$ cat src/rtl/decoder_strobe_n_pkg.sv
// decoder_pkg: strobe modes, FSM states and the hold-counter width helper
// shared by the strobe decoder and its counter.
`default_nettype none

package decoder_pkg;

  typedef enum logic [1:0] {
    MODE_PULSE   = 2'd0,
    MODE_STRETCH = 2'd1,
    MODE_LATCH   = 2'd2
  } strobe_mode_t;

  typedef enum logic [0:0] {
    IDLE   = 1'b0,
    ACTIVE = 1'b1
  } state_t;

  // The counter must hold HOLD-1; sized on HOLD+1 so HOLD=1 still gets one bit.
  function automatic int hold_cnt_width(input int hold);
    return (hold < 1) ? 1 : $clog2(hold + 1);
  endfunction

endpackage

`default_nettype wire

$ cat src/rtl/decoder_strobe_n_hold_counter.sv
// strobe_hold_counter: loadable down-counter that parks at zero;
// flags zero so the strobe FSM knows the stretch has run out.
`default_nettype none

module strobe_hold_counter #(
  parameter int W = 3
) (
  input  logic         clk,
  input  logic         rst,
  input  logic         load_i,
  input  logic [W-1:0] load_value_i,
  input  logic         clear_i,
  output logic         zero_o
);

  logic [W-1:0] cnt_q;
  logic [W-1:0] cnt_d;

  always_comb begin
    cnt_d = cnt_q;
    if (load_i) begin
      cnt_d = load_value_i;
    end else if (clear_i) begin
      cnt_d = '0;
    end else if (cnt_q != '0) begin
      cnt_d = cnt_q - 1'b1;
    end
  end

  always_ff @(posedge clk or posedge rst) begin
    if (rst) begin
      cnt_q <= '0;
    end else begin
      cnt_q <= cnt_d;
    end
  end

  assign zero_o = (cnt_q == '0);

endmodule

`default_nettype wire

$ cat src/rtl/decoder_strobe_n.sv
// decoder_strobe_n: handshaked N-to-NUM_OUT decoder driving a registered one-hot
// strobe (pulse, counted stretch or latched level) with out-of-range error pulse.
`default_nettype none

module decoder_strobe_n
  import decoder_pkg::*;
#(
  parameter int           N       = 3,
  parameter int           NUM_OUT = 2 ** N,
  parameter strobe_mode_t MODE    = MODE_PULSE,
  parameter int           HOLD    = 4
) (
  input  logic               clk,
  input  logic               rst,
  input  logic               in_valid,
  output logic               in_ready,
  input  logic [N-1:0]       code,
  input  logic               enabler,
  input  logic               clear,
  output logic [NUM_OUT-1:0] o,
  output logic               o_valid,
  output logic               busy,
  output logic               err
);

  localparam int           CW        = hold_cnt_width(HOLD);
  localparam logic [N:0]   NUM_OUT_C = (N + 1)'(NUM_OUT);
  localparam logic [CW-1:0] HOLD_LD  = CW'(HOLD - 1);

  if (NUM_OUT < 1 || NUM_OUT > 2 ** N) begin : g_bad_num_out
    $error("decoder_strobe_n: NUM_OUT must be in 1..2**N");
  end
  if (HOLD < 1) begin : g_bad_hold
    $error("decoder_strobe_n: HOLD must be at least 1");
  end

  state_t             state_q, state_d;
  logic [NUM_OUT-1:0] o_q, o_d;
  logic               err_q, err_d;

  logic               w_accept;
  logic               w_in_range;
  logic               w_hit;
  logic               w_cnt_zero;
  logic [NUM_OUT-1:0] w_onehot;

  for (genvar i = 0; i < NUM_OUT; i++) begin : g_onehot
    assign w_onehot[i] = ({1'b0, code} == (N + 1)'(i));
  end

  assign in_ready   = !rst && (state_q == IDLE || MODE == MODE_PULSE);
  assign w_accept   = in_valid && in_ready;
  assign w_in_range = ({1'b0, code} < NUM_OUT_C);
  assign w_hit      = w_accept && enabler && w_in_range;

  // Only the stretch mode needs a counter; other modes never see it expire.
  if (MODE == MODE_STRETCH) begin : g_stretch
    strobe_hold_counter #(
      .W (CW)
    ) u_hold (
      .clk          (clk),
      .rst          (rst),
      .load_i       (w_hit),
      .load_value_i (HOLD_LD),
      .clear_i      (clear && (state_q == ACTIVE)),
      .zero_o       (w_cnt_zero)
    );
  end else begin : g_no_stretch
    assign w_cnt_zero = 1'b1;
  end

  always_comb begin
    state_d = state_q;
    o_d     = o_q;
    err_d   = w_accept && enabler && !w_in_range;
    unique case (state_q)
      IDLE: begin
        if (w_hit) begin
          state_d = ACTIVE;
          o_d     = w_onehot;
        end
      end
      ACTIVE: begin
        if (MODE == MODE_PULSE) begin
          // A new hit overrides clear and keeps strobes back-to-back.
          if (w_hit) begin
            o_d = w_onehot;
          end else begin
            state_d = IDLE;
            o_d     = '0;
          end
        end else if (clear || (MODE == MODE_STRETCH && w_cnt_zero)) begin
          state_d = IDLE;
          o_d     = '0;
        end
      end
      default: begin
        state_d = IDLE;
        o_d     = '0;
      end
    endcase
  end

  always_ff @(posedge clk or posedge rst) begin
    if (rst) begin
      state_q <= IDLE;
      o_q     <= '0;
      err_q   <= 1'b0;
    end else begin
      state_q <= state_d;
      o_q     <= o_d;
      err_q   <= err_d;
    end
  end

  assign o       = o_q;
  assign o_valid = |o_q;
  assign busy    = (MODE != MODE_PULSE) && (state_q == ACTIVE);
  assign err     = err_q;

endmodule

`default_nettype wire

$ cat config.mk
export PLATFORM = sky130hd
export DESIGN_NAME = decoder_strobe_n
export DESIGN_NICKNAME = d
export VERILOG_FILES = /design/src/rtl/decoder_strobe_n_pkg.sv /design/src/rtl/decoder_strobe_n_hold_counter.sv /design/src/rtl/decoder_strobe_n.sv
export SDC_FILE = /design/constraint.sdc
export NUM_CORES = 1
export LEC_CHECK = 0
export ABC_AREA = 1
export CAP_MARGIN = 20
export CORE_AREA = 2 2 39 41
export CTS_CLUSTER_DIAMETER = 150
export DETAILED_ROUTE_END_ITERATION = 12
export DIE_AREA = 0 0 41 43
export PLACE_DENSITY_LB_ADDON = 0.1
export SLEW_MARGIN = 20
export SYNTH_ARGS = -nofsm -noshare
export SYNTH_HDL_FRONTEND = slang
export SYNTH_HIERARCHICAL = 1
export SYNTH_SLANG_ARGS = --single-unit
export TNS_END_PERCENT = 100
$ cat constraint.sdc
create_clock -name clk -period 1.4 [get_ports clk]
set_clock_uncertainty 0.1 [all_clocks]
set_input_delay 0.28 -clock clk [delete_from_list [all_inputs] [get_ports clk]]
set_output_delay 0.28 -clock clk [all_outputs]
set_load 0.02 [all_outputs]
==> out/qor.txt <==
status - finished, violations left
failing checks - negative setup slack
# Post-CTS Setup Buffers - 0
PD cells - 918 mW/mm^2
Filler cells - 153
Placed Area - 712 um^2
predominant post-synthesis flop cell - dfrtp_1
post-synthesis cell count - 59
r2r endpoint - o[4]
total CTS buffers - 3
crit path kind - flop to primary output
Worst VDD drop - 0.000406 V
crit-path cells - nor2_2 > nand4_1 > buf_6
Register-to-Register Path Depth - 3
post-synthesis sequential area ratio - 48.1%
Multi-input gate area - 215 um^2
final hold vios - 0
Inst Count DP - 100
# diodes - 0
flop and latch count out of synthesis - 9
post-layout util - 50.4%
Fmax - 714 MHz
Port-buffer cells - 16
Post-synth EDFFs - 0
met3 WL - 61 um
via/cell ratio - 4.55
top routing layer in use - met4
global-route wire length before repair - 1800 um
Die Y - 43 um
worst hold path type - input port to asynchronous set/reset pin
crit path DAT - 1.02 ns
I/O Pins - 20
unrepaired setup endpoints after global routing - true
CTS max path bufs - 2
library cells used by synthesis - 12
Synth area leader - dfrtp_1
all-layer global routing usage - 15.5%
Finished Layout Cells - 104
share of cells above drive strength 1 - 33.0%
hpwl dp - 825 um
setup ws final - -0.000311 ns
CTS tree - done
Starting Density - 33.8%
Tmin final - 1.40 ns
Nets - 97
Synth Cell Area - 468 um^2
TNS Setup - -0.000311 ns
DR pass1 iterations - 4
Routed Antenna Nets - 0
syn_area_per_cell - 7.93 um^2
Max Cap Viol - 0
CTS Sinks - 9
Req. time, crit path - 1.02 ns
Die X - 41 um
die area - 0.00176 mm^2
largest net degree at the start of global routing - 11
worst skew pair latency - 0.25 ns
initial antenna violation count - 0
Finished Cell Area - 697 um^2
DR WL met2 - 458 um
total gr overflow - 0
clock slew at reported path FFs - 0.06 ns
Setup crit end kind - primary output
# setup viols final - 1
max-slew violation count - 0
synth cell count leaders - 17 x nand2_1, 11 x nor2_1, 10 x nand3_1, 9 x dfrtp_1, 3 x inv_1
gp weighted congestion - 0.705
r2r startpoint - o[4]
CP max-delay cell - dfrtp_1
number of cell rows - 14
DRC viols - 0
Worst path max stage delay - 0.39 ns
fin crit share - 100%
H-Tree Depth - 1
Worst Path Max Fanout - 2
Worst Setup Start Kind - flop
wire length per cell - 9.80 um
share of the synthesized area in the top cell type - 48.1%
vias in the first global route - 445
Yosys Warn Count - 6
R2R setup slack - 0.53 ns
Root Driver - clkbuf_4
Reg area - 225 um^2
hold_ws - 0.263 ns
DRT Wirelength - 1020 um
static leakage - 0.411 nW
initial DRC count - 19
DRT met1 WL - 480 um
Area contributors post-synth - dfrtp_1 48%, nand2_1 14%, nand3_1 11%
Async SR Flop Fraction - 100%
DR vias - 473
Core Area - 0.00138 mm^2
most common cell in the netlist - nand2_1
dpl ws - -0.359 ns
synth-to-layout area growth - 48.9%
Total Power - 0.640 mW
-- cell type report --
cell class                      count  area share [%]
Clock buffer                        4            3.77
Timing Repair Buffer               26            27.5
Multi-Input combinational cell     44            30.9
Inverter                            5            2.69
Tap cell                           16            2.87
Sequential cell                     9            32.3
-- metal layers --
layer,global-route usage [%],vias up
li1,-,242
met1,20.9,217
met2,20.6,12
met3,4.71,2
met4,10.0,0
met5,0,-
-- cell families after synthesis --
logic type,synth area share [%]
and+or+nand+nor,43.9
DFF,48.1
buffers and inverters,7.22
other,0.801
-- how the worst max path moves through the flow --
stage	cells after the start	to	slack, ns	start
floorplan	2	o_valid	0.22	o[7]
finish	3	o_valid	-0.0003	o[5]
CTS	3	o_valid	-0.01	o[3]
global route	3	o_valid	-0.06	o[5]
global placement	3	in_ready	-0.35	rst
detailed placement	3	in_ready	-0.36	rst
-- repair_timing --
action / in CTS / in global routing
pin swaps: 0 / 3
gates cloned: 0 / 0
gates resized for setup: 34 / 9
hold buffers: 0 / 0
setup endpoints to repair: 10 / 7
-- state kept, by name, indices dropped and copies added (netlist names) --
| signal | flops |
|---|---|
| o | 8 |
| state_q | 1 |
-- report_power, final --
group | switching (mW) | internal [mW]
Combinational | 0.0909 | 0.0742
Sequential | 0.00699 | 0.273
Clock | 0.0848 | 0.109
-- placed cells by master, fill, tap and decap left out, types with 3 or more instances in the layout --
cell,count
clkbuf_4,3
dfrtp_1,9
clkdlybuf4s50_1,6
buf_4,10
nand2_1,17
nor2_1,10
nand3_1,10
inv_1,3
buf_2,9
-- critical path: cells and delay by family (launching register included) --
family / cells / cell delay (ns)
flops: 1 / 0.39
buf+inv: 1 / 0.15
simple gates: 2 / 0.22
(Power assumes the default switching activity.)
